--- src/rtl/frame_max8_if.sv ---
// Stream bundle for frame_max8: sample input channel plus frame-result output channel.
// Optional FRAME_MAX8_MIN_EN adds the frame minimum and its index to the result channel.
interface frame_max8_if #(
  parameter int unsigned IDX_W = 3
);
  logic             in_valid;
  logic             in_ready;
  logic [7:0]       in_data;
  logic             out_valid;
  logic             out_ready;
  logic [7:0]       out_max;
  logic [IDX_W-1:0] out_idx;
`ifdef FRAME_MAX8_MIN_EN
  logic [7:0]       out_min;
  logic [IDX_W-1:0] out_min_idx;
`endif

  // Block side: consumes samples, produces frame results.
  modport slave (
    input  in_valid, in_data, out_ready,
`ifdef FRAME_MAX8_MIN_EN
    output out_min, out_min_idx,
`endif
    output in_ready, out_valid, out_max, out_idx
  );

  // Environment side: produces samples, consumes frame results.
  modport master (
    output in_valid, in_data, out_ready,
`ifdef FRAME_MAX8_MIN_EN
    input  out_min, out_min_idx,
`endif
    input  in_ready, out_valid, out_max, out_idx
  );
endinterface

--- src/rtl/frame_max8.sv ---
// frame_max8: groups an 8-bit sample stream into frames of FRAME_LEN samples and
// reports each frame's maximum (last occurrence on ties) and its 0-based index.
// Optional macro FRAME_MAX8_MIN_EN also reports the minimum (last occurrence on ties).

// Unsigned 8-bit a >= b comparator.
module gteq8 (
  input  logic [7:0] a,
  input  logic [7:0] b,
  output logic       y
);
  assign y = (a >= b);
endmodule

module frame_max8 #(
  parameter int unsigned FRAME_LEN = 8,
  parameter int unsigned IDX_W     = 3
) (
  input  logic        clk,
  input  logic        rst_n,
  frame_max8_if.slave bus
);
  typedef enum logic [1:0] {FIRST, ACC, HOLD} state_t;

  localparam int unsigned    LAST     = FRAME_LEN - 1;
  localparam logic [IDX_W:0] LAST_CNT = LAST[IDX_W:0];

  state_t           state;
  logic [IDX_W:0]   count;
  logic [7:0]       cur_max;
  logic [IDX_W-1:0] cur_idx;
  logic             valid_q;
  logic [7:0]       max_q;
  logic [IDX_W-1:0] idx_q;

  logic             rdy;
  logic             accept;
  logic             last;
  logic             ge_max;
  logic [7:0]       nxt_max;
  logic [IDX_W-1:0] nxt_idx;

  gteq8 u_gteq_max (.a(bus.in_data), .b(cur_max), .y(ge_max));

`ifdef FRAME_MAX8_MIN_EN
  logic [7:0]       cur_min;
  logic [IDX_W-1:0] cur_min_idx;
  logic [7:0]       min_q;
  logic [IDX_W-1:0] min_idx_q;
  logic             le_min;
  logic [7:0]       nxt_min;
  logic [IDX_W-1:0] nxt_min_idx;

  gteq8 u_gteq_min (.a(cur_min), .b(bus.in_data), .y(le_min));

  // Next running minimum including the sample offered this cycle.
  always_comb begin
    nxt_min     = cur_min;
    nxt_min_idx = cur_min_idx;
    if (state == FIRST || le_min) begin
      nxt_min     = bus.in_data;
      nxt_min_idx = (state == FIRST) ? '0 : count[IDX_W-1:0];
    end
  end

  assign bus.out_min     = min_q;
  assign bus.out_min_idx = min_idx_q;
`endif

  assign rdy          = (state != HOLD);
  assign accept       = bus.in_valid && rdy;
  assign bus.in_ready = rdy;
  assign bus.out_valid = valid_q;
  assign bus.out_max  = max_q;
  assign bus.out_idx  = idx_q;

  // Next running maximum including the sample offered this cycle, and frame-end detect.
  always_comb begin
    nxt_max = cur_max;
    nxt_idx = cur_idx;
    last    = 1'b0;
    if (state == FIRST) begin
      nxt_max = bus.in_data;
      nxt_idx = '0;
      last    = (FRAME_LEN == 1);
    end else begin
      if (ge_max) begin
        nxt_max = bus.in_data;
        nxt_idx = count[IDX_W-1:0];
      end
      last = (count == LAST_CNT);
    end
  end

  // Frame FSM: accumulate in FIRST/ACC, present and hold the result in HOLD.
  // count is always 0 in FIRST, so count+1 gives the first-sample load of 1;
  // a FRAME_LEN=1 frame leaves count at 0, which is never observed.
  always_ff @(posedge clk) begin
    if (!rst_n) begin
      state     <= FIRST;
      count     <= '0;
      cur_max   <= '0;
      cur_idx   <= '0;
      valid_q   <= 1'b0;
      max_q     <= '0;
      idx_q     <= '0;
`ifdef FRAME_MAX8_MIN_EN
      cur_min     <= '0;
      cur_min_idx <= '0;
      min_q       <= '0;
      min_idx_q   <= '0;
`endif
    end else begin
      case (state)
        FIRST, ACC: begin
          if (accept) begin
            cur_max <= nxt_max;
            cur_idx <= nxt_idx;
`ifdef FRAME_MAX8_MIN_EN
            cur_min     <= nxt_min;
            cur_min_idx <= nxt_min_idx;
`endif
            if (last) begin
              count   <= '0;
              state   <= HOLD;
              valid_q <= 1'b1;
              max_q   <= nxt_max;
              idx_q   <= nxt_idx;
`ifdef FRAME_MAX8_MIN_EN
              min_q     <= nxt_min;
              min_idx_q <= nxt_min_idx;
`endif
            end else begin
              count <= count + 1'b1;
              state <= ACC;
            end
          end
        end
        HOLD: begin
          if (bus.out_ready) begin
            valid_q <= 1'b0;
            state   <= FIRST;
          end
        end
        default: state <= FIRST;
      endcase
    end
  end
endmodule

--- src/flat_wrapper.sv ---
// flat-port wrapper written by rule: the top's interface ports become plain ports
module frame_max8_flat 
#(
  parameter int unsigned FRAME_LEN = 8,
  parameter int unsigned IDX_W     = 3
)
  (clk, rst_n, bus_in_valid, bus_in_data, bus_out_ready, bus_in_ready, bus_out_valid, bus_out_max, bus_out_idx);
  frame_max8_if #(.IDX_W(IDX_W)) bus_i ();
  input  logic clk;
  input  logic rst_n;
  input wire logic [$bits(bus_i.in_valid)-1:0] bus_in_valid;
  input wire logic [$bits(bus_i.in_data)-1:0] bus_in_data;
  input wire logic [$bits(bus_i.out_ready)-1:0] bus_out_ready;
  output wire logic [$bits(bus_i.in_ready)-1:0] bus_in_ready;
  output wire logic [$bits(bus_i.out_valid)-1:0] bus_out_valid;
  output wire logic [$bits(bus_i.out_max)-1:0] bus_out_max;
  output wire logic [$bits(bus_i.out_idx)-1:0] bus_out_idx;
  assign bus_i.in_valid = bus_in_valid;
  assign bus_i.in_data = bus_in_data;
  assign bus_i.out_ready = bus_out_ready;
  assign bus_in_ready = bus_i.in_ready;
  assign bus_out_valid = bus_i.out_valid;
  assign bus_out_max = bus_i.out_max;
  assign bus_out_idx = bus_i.out_idx;
  frame_max8 #(.FRAME_LEN(FRAME_LEN), .IDX_W(IDX_W)) u_core (.clk(clk), .rst_n(rst_n), .bus(bus_i));
endmodule
--- config.mk ---
export PLATFORM = sky130hd
export DESIGN_NAME = frame_max8_flat
export DESIGN_NICKNAME = d
export VERILOG_FILES = /design/src/rtl/frame_max8_if.sv /design/src/rtl/frame_max8.sv /design/src/flat_wrapper.sv
export SDC_FILE = /design/constraint.sdc
export NUM_CORES = 1
export LEC_CHECK = 0
export CELL_PAD_IN_SITES_DETAIL_PLACEMENT = 0
export CELL_PAD_IN_SITES_GLOBAL_PLACEMENT = 1
export CORE_MARGIN = 3
export CORE_UTILIZATION = 40
export CTS_BUF_LIST = sky130_fd_sc_hd__clkbuf_2 sky130_fd_sc_hd__clkbuf_4 sky130_fd_sc_hd__clkbuf_8
export DETAILED_ROUTE_END_ITERATION = 8
export GPL_TIMING_DRIVEN = 1
export PLACE_DENSITY_LB_ADDON = 0.1
export SLEW_MARGIN = 20
export SYNTH_ARGS = -nofsm -noshare
export SYNTH_HDL_FRONTEND = slang
export SYNTH_SLANG_ARGS = --single-unit
--- constraint.sdc ---
create_clock -name clk -period 4.2 [get_ports clk]
set_clock_uncertainty 0.1 [all_clocks]
set_input_delay 0.84 -clock clk [delete_from_list [all_inputs] [get_ports clk]]
set_output_delay 0.84 -clock clk [all_outputs]
set_load 0.02 [all_outputs]
After elaboration in Yosys (flattened, before gate mapping)
Index checks and enable logic that the tools add are counted.
{ "op_classes": {"n_addsub": 1, "reduce_logical": 8, "n_lt_le_gt_ge": 1, "eq_ne": 7, "n_mux": 14} }
{ "ops": {"columns": ["op", "n"], "rows": [
  ["8-bit 2-to-1 mux", 2],
  ["8-bit >= comparator", 1],
  ["2-bit 2-to-1 mux", 3],
  ["3-bit 2-to-1 mux", 2],
  ["4-bit by 1-bit adder with 4-bit output (second input constant)", 1],
  ["4-bit by 3-bit == test with 1-bit output (second input constant)", 1],
  ["1-bit 2-to-1 mux", 4],
  ["4-bit 2-to-1 mux", 1],
  ["2-bit by 1-bit != test with 1-bit output (second input constant)", 2],
  ["2-bit != test (second input constant)", 2],
  ["2-bit one-hot mux with 2 select lines", 1],
  ["2-bit AND reduction", 2],
  ["4-bit AND reduction", 1],
  ["3-bit AND reduction", 1],
  ["2-bit by 1-bit == test with 1-bit output (second input constant)", 1],
  ["2-bit == test (second input constant)", 1],
  ["2-bit zero test", 1],
  ["1-bit one-hot mux with 2 select lines", 1],
  ["2-bit nonzero test", 1],
  ["2-bit OR reduction", 1],
  ["1-bit logical AND", 1]
]} }
{ "totals": {"wordCells": 38, "out_inout_bits": 13, "inputBits": 12, "ff_bits": 29} }

Logic depth before layout (Yosys ltp)
Gate-level depths: netlist of run 1.
{ "logic_depth": {"word_depth": 5, "depth_mapped": 8, "depth_no_buf": 7} }

By module
A second synthesis of run 1 with hierarchy kept.
{ "hier_totals": {"hier_cells": 160, "hier_area_um2": 1467.7} }
{ "by_module_without_submodules": {"columns": ["mod", "n_inst", "seq_area_each_um2", "cells_each", "area_per_inst_um2"], "rows": [
  ["frame_max8", 1, 580.6, 135, 1270.0],
  ["gteq8", 1, 0.0, 25, 197.7]
]} }

Worst setup path before layout of run 1
OpenSTA, ideal clock, no wires.
{ "synth_path": {"path_kind": "input to register", "from": "in bus_in_data[6]", "to": "reg u_core.cur_max[0]", "t_required_ns": 3.981, "path_stages": 7, "path_slack_ns": 1.589, "n_path_buf": 1, "setup_ns": 0.119, "t_arrival_ns": 2.392, "path_cell_list": "ha_1 -> a21o_1 -> a2111o_1 -> a21oi_4 -> nor2b_4 -> buf_6 -> mux2i_1"} }
{ "synth_between": {"elab_chain_cells": 3} }
{ "synth_rtl": {"columns": ["item", "line", "text"], "rows": [
  ["from (decl)", "flat_wrapper.sv:12", "input wire logic [$bits(bus_i.in_data)-1:0] bus_in_data;"],
  ["8-bit >= comparator", "frame_max8.sv:11", "assign y = (a >= b);"],
  ["8-bit 2-to-1 mux", "frame_max8.sv:86", "if (ge_max) begin"],
  ["8-bit 2-to-1 mux", "frame_max8.sv:81", "if (state == FIRST) begin"],
  ["to (signal assigned)", "frame_max8.sv:116", "cur_max <= nxt_max;"],
  ["to (decl)", "frame_max8.sv:29", "logic [7:0] cur_max;"]
]} }
Every way passes these cells.
A chain may end at the register's enable or synchronous reset.

Worst setup path after layout of run 1
{ "layout_path": {"from": "in bus_in_data[7]", "to": "reg u_core.max_q[7] (netlist: u_core.bus.out_max[7])"} }
{ "layout_between": {"elab_chain_cells": 3} }
{ "layout_rtl": {"columns": ["item", "line", "text"], "rows": [
  ["8-bit >= comparator", "frame_max8.sv:11", null],
  ["8-bit 2-to-1 mux", "frame_max8.sv:86", null],
  ["8-bit 2-to-1 mux *", "frame_max8.sv:81", null],
  ["to (signal assigned)", "frame_max8.sv:126", "max_q <= nxt_max;"],
  ["to (decl)", "frame_max8.sv:32", "logic [7:0] max_q;"]
]} }
Every way passes the cells marked *; elsewhere a longest branch is shown, timed or not.

==> results by group, run 1 <==
Run status
  – Status: completed

Synth
  – Synthesis warning total: 0
  – Syn Nets: around 180
  – Cell area after synthesis: about 1400 sq um
  – Seq/Total Area, Yosys: around 40%
  – Post-synthesis cell type count: 30
  – Flops & latches, synth: 29
  – Avg Inst Size Synth: 8.852 sq um
  – Syn Inst Count: between 150 and 200

Clocking
  – Max Root-Sink Buffers: 2
  – CTS tree: done
  – Hold buffer count at CTS: 0
  – Total setup buffers inserted after CTS: 0
  – H-tree levels: 2
  – Sinks on Clock Net: 29
  – CTS Root Cell: clkbuf_4
  – Worst-path clk slew: roughly 0.090 ns
  – Post-CTS resize count: 0
  – Worst-Skew Late Latency: ~0.32 ns
  – Clock buffer count from CTS: 5

Route
  – Via count: between 1k and 1.5k
  – Post-DR vias/cell: around 5
  – WL/cell: around 13 um
  – Initial DRC Count: 63
  – Antenna-violating nets left: 0
  – Drt first pass iters: 4
  – Routed Wire Length: approximately 3 mm
  – Residual DRC: 0

Critical path
  – Worst Setup End Kind: flop
  – Critical path's slowest cell: clkdlybuf4s50_1
  – Crit path cell chain: clkdlybuf4s50_1, ha_1, and4_4, a2111o_1, a21oi_4, mux2i_1, o21ai_1
  – Nature of the critical path startpoint: primary input
  – Crit path arrival time: about 3.0 ns
  – R2R depth: 7
  – R2r setup slk: approximately 1.9 ns
  – Crit. Startpoint: bus_in_data[7]
  – Reg2reg start: u_core.cur_max[7]
  – Setup CP Type: primary input to flop
  – Critical R2R Capture: u_core.bus.out_max[7]
  – Req. time, crit path: about 4.3 ns
  – Worst-path maximum fanout: 9
  – Slowest stage delay, CP: between 0.4 and 0.5 ns

Floorplan
  – DIE WIDTH: about 66 um
  – Io pins: 25
  – Initial core utilization: 44.22%
  – Die Area: approximately 4300 sq um
  – Chip Height: 65.51 um
  – Core area: roughly 3200 sq um
  – Num rows: 20

Place
  – # port buffers: 24
  – DP HPWL: around 2.2 mm
  – Gpl congestion: around 0.78

Finish
  – Final #Nets: approximately 210
  – N_diodes: 0
  – Area grow syn2layout: 24.21%
  – Layout cells sized above 1: 6.952%

STA
  – Slew @ Worst Pin: approximately 0.48 ns
  – Final Critical Period: ~3 ns
  – Fin crit share: 69.38%
  – Max Freq: 343.2 MHz
  – RSZ-0062 raised after global routing: no
  – Rel. slew slack: roughly two thirds
  – Final hold violation count: 0
  – Setup-failing EPs final: 0
  – Setup TNS: 0 ns
  – Max Transition Viols Final: 0

Power and ir drop
  – Static leakage: 0.6958 nW
  – Tot Pwr: about 0.57 mW
  – PwrDens: approximately 320 nW/um^2
  – Max VDD drop: a little under 0.0002 V

Job
  – # Max-Cap Violations: 0

Global route
  – Via count of the first global-routing pass: between 1k and 1.5k
  – First-pass GRT wire length: 5.078 mm
  – Largest net degree at the start of global routing: 17
  – Initial antenna violation count: 0
  – Total GRT Usage: roughly 16%
  – Remaining global-route overflow: 0

Worst hold path
  – Hold Startpoint: u_core.bus.out_max[7]
  – End of the worst hold path: u_core.bus.out_max[7]
  – Hold Crit Class: flop to flop
  – Hold path depth: 2
==> critical path, delay by kind of cell <==
kind / cells / cell delay [ns]
multiplexers: 1 / 0.30
AO/OA/AOI/OAI: 3 / 0.87
buffers and inverters: 1 / 0.45
AND/OR/NAND/NOR: 1 / 0.19
adder cells (fa/ha/maj): 1 / 0.36
==> worst max path at each step <==
| stage | end | slack (ns) | cells past startpoint |
|---|---|---|---|
| after floorplan | u_core.cur_max[0] | 1.59 | 7 |
| after global placement | u_core.bus.out_max[7] | 0.95 | 7 |
| after detailed placement | u_core.bus.out_max[7] | 0.93 | 7 |
| after CTS | u_core.bus.out_max[7] | 1.29 | 7 |
| after global routing | u_core.bus.out_max[7] | 1.20 | 7 |
| final | u_core.bus.out_max[7] | 1.29 | 7 |
==> flip-flops by register name, indices dropped and copies added, names as in the netlist <==
signal,count
u_core.bus.out_max,8
u_core.count,4
u_core.bus.out_valid,1
u_core.cur_idx,3
u_core.bus.out_idx,3
u_core.cur_max,8
u_core.state,2
==> cells in the mapped netlist (all sizes together) <==
cell type,number,area [sq um]
nor2,6,22.52
ha,9,112.6
xnor2,2,17.52
a21oi,3,26.28
nor2b,4,32.53
or3,2,12.51
xor2,1,8.760
nand3,1,5.000
nand2b,1,6.260
mux2i,19,190.2
nand4,2,12.51
a21o,2,15.01
buf,1,11.26
o21ai,14,70.07
a211oi,1,7.510
nand2,36,135.1
clkbuf,5,18.77
and2,3,18.77
dfxtp,29,580.6
o22ai,3,18.77
nand3b,1,7.510
inv,10,37.54
a2111o,1,11.26
and4,1,11.26
nor4b,1,8.760
a21boi,1,7.510
a211o,1,10.01
==> layout make-up <==
cell class,instances,area (sq um)
clock buffer,7,65.06
clock inverter,1,5.005
fill,337,1444
inverter,10,37.54
multi-input combinational,115,768.2
sequential,29,580.6
tap,44,55.05
timing repair buffer,25,247.7
==> layer usage <==
metal	track usage, %	share of wire [%]
met4	6.218	1.6
met2	24.27	44
met5	0	0
met1	19.05	48
met3	7.009	6.3
==> metrics by stage <==
step | cell area, sq um | setup WS, ns | util [%] | instances | hold slack, ns
6_report | 1759 | 1.286 | 54.92 | 231 | 0.3577
3_3_place_gp | 1689 | 0.9522 | 52.73 | 223 | 0.3331
3_5_place_dp | 1689 | 0.9284 | 52.73 | 223 | 0.3449
2_1_floorplan | 1416 | 1.589 | - | 160 | 0.3459
5_1_grt | 1759 | 1.201 | 54.92 | 231 | 0.3888
4_1_cts | 1759 | 1.288 | 54.92 | 231 | 0.3622
==> report_power, final <==
group | switching, mW | leakage [nW] | internal [mW]
registers | 0.00855 | 0.236 | 0.284
clock network | 0.0965 | 0.0413 | 0.0969
logic | 0.0414 | 0.419 | 0.0401
total | 0.146 | 0.696 | 0.421
==> cells in the final DEF (no fill, tap or decap) <==
cell type         n
nand2_1          36
buf_4             1
a211oi_1          1
dfxtp_1          29
a21o_1            2
inv_1            10
clkbuf_4          5
a211o_2           1
nand3_1           1
or3_1             2
a21oi_1           2
nor4b_1           1
and4_4            1
xnor2_1           2
nor2_1            6
nand2b_1          1
nor2b_4           1
a21boi_0          1
nor2b_1           3
ha_1              9
clkinv_2          1
nand3b_1          1
clkbuf_8          2
o21ai_1           2
xor2_1            1
a2111o_1          1
a21oi_4           1
o21ai_0          12
clkdlybuf4s50_1  24
o22ai_1           3
and2_1            3
nand4_1           2
mux2i_1          19
==> kinds of logic after synthesis <==
family / count (synthesis) / share of synthesized area, %
compound gates: 26 / 11.75
fa+ha+maj: 9 / 7.951
xor+xnor: 3 / 1.855
mux: 19 / 13.43
buf+inv: 16 / 4.771
flops: 29 / 40.99
simple gates: 58 / 19.26
No activity file was read; power rests on OpenSTA's default activity.
==> run 2, diff against run 1 <==
==> constraint.sdc (replaced) <==
create_clock -name clk -period 2.8 [get_ports clk]
set_clock_uncertainty 0.1 [all_clocks]
set_input_delay 0.56 -clock clk [delete_from_list [all_inputs] [get_ports clk]]
set_output_delay 0.56 -clock clk [all_outputs]
set_load 0.02 [all_outputs]
==> results by group, run 2 (same netlist as run 1, synthesis figures left out) <==
Worst hold path
  – Hold Crit Class: flop to flop
  – Hold Startpoint: u_core.bus.out_idx[0]

Floorplan
  – Initial core utilization: 44.22% (unchanged)
  – Num rows: 20 (unchanged)
  – Io pins: 25 (unchanged)
  – Die Area: 4291 sq um (unchanged)
  – DIE WIDTH: 65.51 um (unchanged)
  – Core area: 3203 sq um (unchanged)
  – Chip Height: 65.51 um (unchanged)

Clocking
  – Post-CTS resize count: 0 (unchanged)
  – Clock buffer count from CTS: 5 (unchanged)
  – Max Root-Sink Buffers: 2 (unchanged)
  – Sinks on Clock Net: 29 (unchanged)
  – Worst-Skew Late Latency: 0.33 ns (about the same)
  – Hold buffer count at CTS: 0 (unchanged)
  – Total setup buffers inserted after CTS: 0 (unchanged)
  – Worst-path clk slew: 0.10 ns (about the same)
  – CTS Root Cell: clkbuf_4
  – H-tree levels: 2 (unchanged)
  – CTS tree: done

Critical path
  – Crit. Startpoint: bus_in_data[7]
  – Reg2reg start: u_core.cur_max[7]
  – Req. time, crit path: 2.92 ns (-1.38 ns)
  – Nature of the critical path startpoint: primary input
  – Setup CP Type: primary input to flop
  – Worst Setup End Kind: flop
  – Worst-path maximum fanout: 6 (-3)
  – Crit path arrival time: 2.57 ns (-0.44 ns)

Place
  – Placed cell areas: 1754 sq um (+3.9%)
  – DP HPWL: 2.167 mm (+0.31%)
  – # port buffers: 24 (unchanged)
  – Gpl congestion: 0.7796 (-0.37%)

Global route
  – Remaining global-route overflow: 0 (unchanged)
  – Largest net degree at the start of global routing: 27 (+10)
  – Via count of the first global-routing pass: 1138 (+2.1%)
  – Initial antenna violation count: 0 (unchanged)
  – Total GRT Usage: 15.67% (-0.061 points)
  – First-pass GRT wire length: 5.112 mm (+0.67%)

STA
  – RSZ-0062 raised after global routing: no
  – Setup TNS: 0 ns (unchanged)
  – Max Freq: ~400 MHz
  – Max Transition Viols Final: 0 (unchanged)
  – Rel. slew slack: 67.21% (-1.0 points)
  – Final hold violation count: 0 (unchanged)
  – Final Critical Period: ~2.5 ns
  – Slew @ Worst Pin: 0.4918 ns (+0.01656 ns)
  – Setup-failing EPs final: 0 (unchanged)
  – Fin crit share: 87.71%
  – Worst Hold Margin: 0.3624 ns (+0.004733 ns)

Finish
  – Reg area: 580.6 sq um (unchanged)
  – N_diodes: 0 (unchanged)
  – Leading cell type in the layout, fill and taps excluded: nand2_1
  – Layout cells sized above 1: 10.31% (+3.4 points)
  – Fillers: 303 (-10%)
  – Final #Nets: 214 (+3.4%)
  – Post-route cell area: 1857 sq um (+5.5%)
  – Area of the multi-input gates: 768.2 sq um (unchanged)
  – Area grow syn2layout: 31.10%
  – Most frequent cells in the layout: nand2_1, dfxtp_1, clkdlybuf4s50_1

Run status
  – Status: completed

Power and ir drop
  – Static leakage: 0.7469 nW (+7.4%)
  – Max VDD drop: 0.0002909 V (+50%)
  – PwrDens: 538.6 nW/um^2 (+67%)
  – Tot Pwr: 1.000 mW (+76%)

Route
  – Antenna-violating nets left: 0 (unchanged)
  – Drt first pass iters: 4 (unchanged)
  – Post-DR vias/cell: 5.034 (+0.93%)
  – Routed Wire Length: 2.993 mm (+2.7%)
  – Via count: 1198 (+4.0%)
  – Residual DRC: 0 (unchanged)
  – WL/cell: 12.58 um (-0.31%)
  – Initial DRC Count: 39 (-38%)

Job
  – # Max-Cap Violations: 0 (unchanged)
run 2: layout make-up:
type | instances | area share (%)
clock buffer | 5 | 2.022
clock inverter | 3 | 3.504
inverter | 10 | 2.022
multi-input combinational | 115 | 41.37
sequential | 29 | 31.27
tap | 44 | 2.965
timing repair buffer | 32 | 16.85
run 2: where the power goes:
part | internal [mW] | switching [mW]
Sequential | 0.425 | 0.0124
Clock | 0.276 | 0.150
Combinational | 0.0705 | 0.0654
Total | 0.772 | 0.228
run 2: final timing paths:
| path | end | slack, ns | cells past startpoint |
|---|---|---|---|
| max | u_core.bus.out_max[0] | 0.34 | 8 |
| min | u_core.bus.out_idx[0] | 0.36 | 2 |
| max reg2reg | u_core.bus.out_max[0] | 0.63 | 8 |
| min reg2reg | u_core.bus.out_idx[0] | 0.36 | 2 |
run 2: worst max-delay path: stages:
cell	delay, ns
clkdlybuf4s50_1	0.44
ha_1	0.36
and4_4	0.19
a2111o_1	0.42
a21oi_4	0.16
buf_12	0.15
mux2i_1	0.20
o21ai_0	0.09
run 2: layer usage:
layer,vias up,wire [um],GRT usage (%)
li1,608,-,-
met2,21,1327,24.91
met5,-,0,0
met1,564,1482,19.20
met4,0,43,6.995
met3,5,140,5.128
run 2: metrics by stage:
step,util (%),std cells,setup slack (ns)
6_report,57.97,238,0.3441
5_1_grt,57.97,238,0.2573
4_1_cts,57.97,238,0.3607
3_5_place_dp,54.77,230,0.02522
3_3_place_gp,54.77,230,0.03759
2_1_floorplan,-,160,0.4690
==> run 3, diff against run 2 <==
==> constraint.sdc (replaced) <==
create_clock -name clk -period 2.8 [get_ports clk]
set_clock_uncertainty 0.1 [all_clocks]
set_input_delay 0.7 -clock clk [delete_from_list [all_inputs] [get_ports clk]]
set_output_delay 0.7 -clock clk [all_outputs]
set_load 0.02 [all_outputs]
==> results by group, run 3 (same netlist as run 1, synthesis figures left out) <==
Power and ir drop
  – Tot Pwr: 0.8493 mW (-15%)
  – PwrDens: 457.1 nW/um^2 (-15%)
  – Max VDD drop: 0.0003558 V (+22%)
  – Static leakage: 0.7556 nW (+1.2%)

STA
  – Max Transition Viols Final: 0 (unchanged)
  – RSZ-0062 raised after global routing: no
  – Final hold violation count: 0 (unchanged)
  – Setup TNS: 0 ns (unchanged)
  – Fin crit share: 93.10% (+5.4 points)
  – Rel. slew slack: 66.81% (-0.40 points)
  – Max Freq: 383.6 MHz (-5.8%)
  – Setup-failing EPs final: 0 (unchanged)
  – Final Critical Period: 2.607 ns (+0.1508 ns)
  – Slew @ Worst Pin: 0.4963 ns (+0.004537 ns)

Critical path
  – Req. time, crit path: 2.89 ns (-0.03 ns)
  – Crit path arrival time: 2.70 ns (+0.13 ns)
  – Worst Setup End Kind: flop
  – R2R depth: 8 (unchanged)
  – Setup CP Type: primary input to flop
  – Reg2reg start: u_core.cur_max[7]
  – Critical R2R Capture: u_core.bus.out_max[1]
  – R2r setup slk: 0.65 ns (+0.02 ns)
  – Nature of the critical path startpoint: primary input
  – Worst-path maximum fanout: 6 (unchanged)

Floorplan
  – Chip Height: 65.51 um (unchanged)
  – DIE WIDTH: 65.51 um (unchanged)
  – Die Area: 4291 sq um (unchanged)
  – Initial core utilization: 44.22% (unchanged)
  – Io pins: 25 (unchanged)
  – Num rows: 20 (unchanged)
  – Core area: 3203 sq um (unchanged)

Clocking
  – Worst-Skew Late Latency: 0.31 ns (-0.02 ns)
  – CTS tree: done
  – Max Root-Sink Buffers: 2 (unchanged)
  – Sinks on Clock Net: 29 (unchanged)
  – Worst-path clk slew: 0.09 ns (about the same)
  – Hold buffer count at CTS: 0 (unchanged)
  – Post-CTS resize count: 0 (unchanged)
  – Clock buffer count from CTS: 5 (unchanged)
  – CTS Root Cell: clkbuf_4
  – H-tree levels: 2 (unchanged)
  – Total setup buffers inserted after CTS: 0 (unchanged)

Finish
  – Layout cells sized above 1: 12.56% (+2.3 points)
  – N_diodes: 0 (unchanged)
  – Leading cell type in the layout, fill and taps excluded: nand2_1
  – Area grow syn2layout: 31.18% (about the same)
  – Most frequent cells in the layout: nand2_1, dfxtp_1, clkdlybuf4s50_1
  – Final #Nets: 220 (+2.8%)

Global route
  – Remaining global-route overflow: 0 (unchanged)
  – Via count of the first global-routing pass: 1219 (+7.1%)
  – First-pass GRT wire length: 5.471 mm (+7.0%)
  – Largest net degree at the start of global routing: 17 (-37%)
  – Total GRT Usage: 16.97% (+1.3 points)
  – Initial antenna violation count: 0 (unchanged)

Worst hold path
  – End of the worst hold path: u_core.bus.out_max[3]
  – Hold Startpoint: u_core.bus.out_max[3]
  – Hold Crit Class: flop to flop
  – Hold path depth: 2 (unchanged)

Run status
  – Status: completed

Route
  – Residual DRC: 0 (unchanged)
  – Antenna-violating nets left: 0 (unchanged)
  – Drt first pass iters: 4 (unchanged)
  – Initial DRC Count: 49 (+26%)
  – Via count: 1232 (+2.8%)
  – Routed Wire Length: 3.220 mm (+7.6%)
  – Post-DR vias/cell: 5.070 (+0.72%)
  – WL/cell: 13.25 um (+5.4%)

Place
  – # port buffers: 24 (unchanged)
  – Gpl congestion: 0.7777 (-0.24%)
  – DP HPWL: 2.358 mm (+8.8%)

Job
  – # Max-Cap Violations: 0 (unchanged)
-- run 3: changes by cell type in the layout (fill, tap and decap cells not counted) --
cell / delta
clkbuf_8: +1
clkinv_2: -1
bufinv_16: -2
buf_4: +6
clkbuf_4: +1
-- run 3: power by group --
part	internal, mW	total (mW)	leakage [nW]	switching [mW]
clock network	0.128	0.265	0.0348	0.137
logic	0.0777	0.146	0.485	0.0686
registers	0.425	0.438	0.236	0.0122
-- run 3: final cells by class --
class,instances,area (sq um)
inverter,10,37.54
multi-input combinational,115,768.2
fill,307,1345
tap,44,55.05
clock buffer,7,58.81
timing repair buffer,38,357.8
sequential,29,580.6
-- run 3: critical path, stage by stage --
cell and delay (ns):
clkdlybuf4s50_1 0.44, ha_1 0.36, and4_4 0.19, a2111o_1 0.41
a21oi_4 0.16, buf_12 0.15, mux2i_1 0.19, o21ai_0 0.09
-- run 3: metrics by stage --
stage | util, % | instance area, sq um | cells | setup slack, ns | hold WS, ns
finish | 58.01 | 1858 | 243 | 0.1933 | 0.3656
CTS | 58.01 | 1858 | 243 | 0.1958 | 0.3702
global route | 58.01 | 1858 | 243 | 0.07654 | 0.3923
global placement | 56.17 | 1799 | 236 | -0.1153 | 0.3362
detailed placement | 56.17 | 1799 | 236 | -0.1388 | 0.3475
floorplan | - | 1416 | 160 | 0.3290 | 0.3459
-- run 3: worst max path at each step --
stage / to / slack [ns] / depth (start not counted) / from
2_1_floorplan: u_core.cur_max[0] / 0.33 / 7 / bus_in_data[6]
3_3_place_gp: u_core.bus.out_max[6] / -0.12 / 8 / bus_in_data[7]
3_5_place_dp: u_core.bus.out_max[1] / -0.14 / 8 / bus_in_data[7]
4_1_cts: u_core.bus.out_max[1] / 0.20 / 8 / bus_in_data[7]
5_1_grt: u_core.bus.out_max[2] / 0.08 / 8 / bus_in_data[7]
6_report: u_core.bus.out_max[1] / 0.19 / 8 / bus_in_data[7]
-- run 3: per-layer routing --
layer / track usage [%] / wire length, um
met4: 6.477 / 34
met5: 0 / 0
met2: 28.82 / 1562
met3: 5.299 / 134
met1: 19.85 / 1488
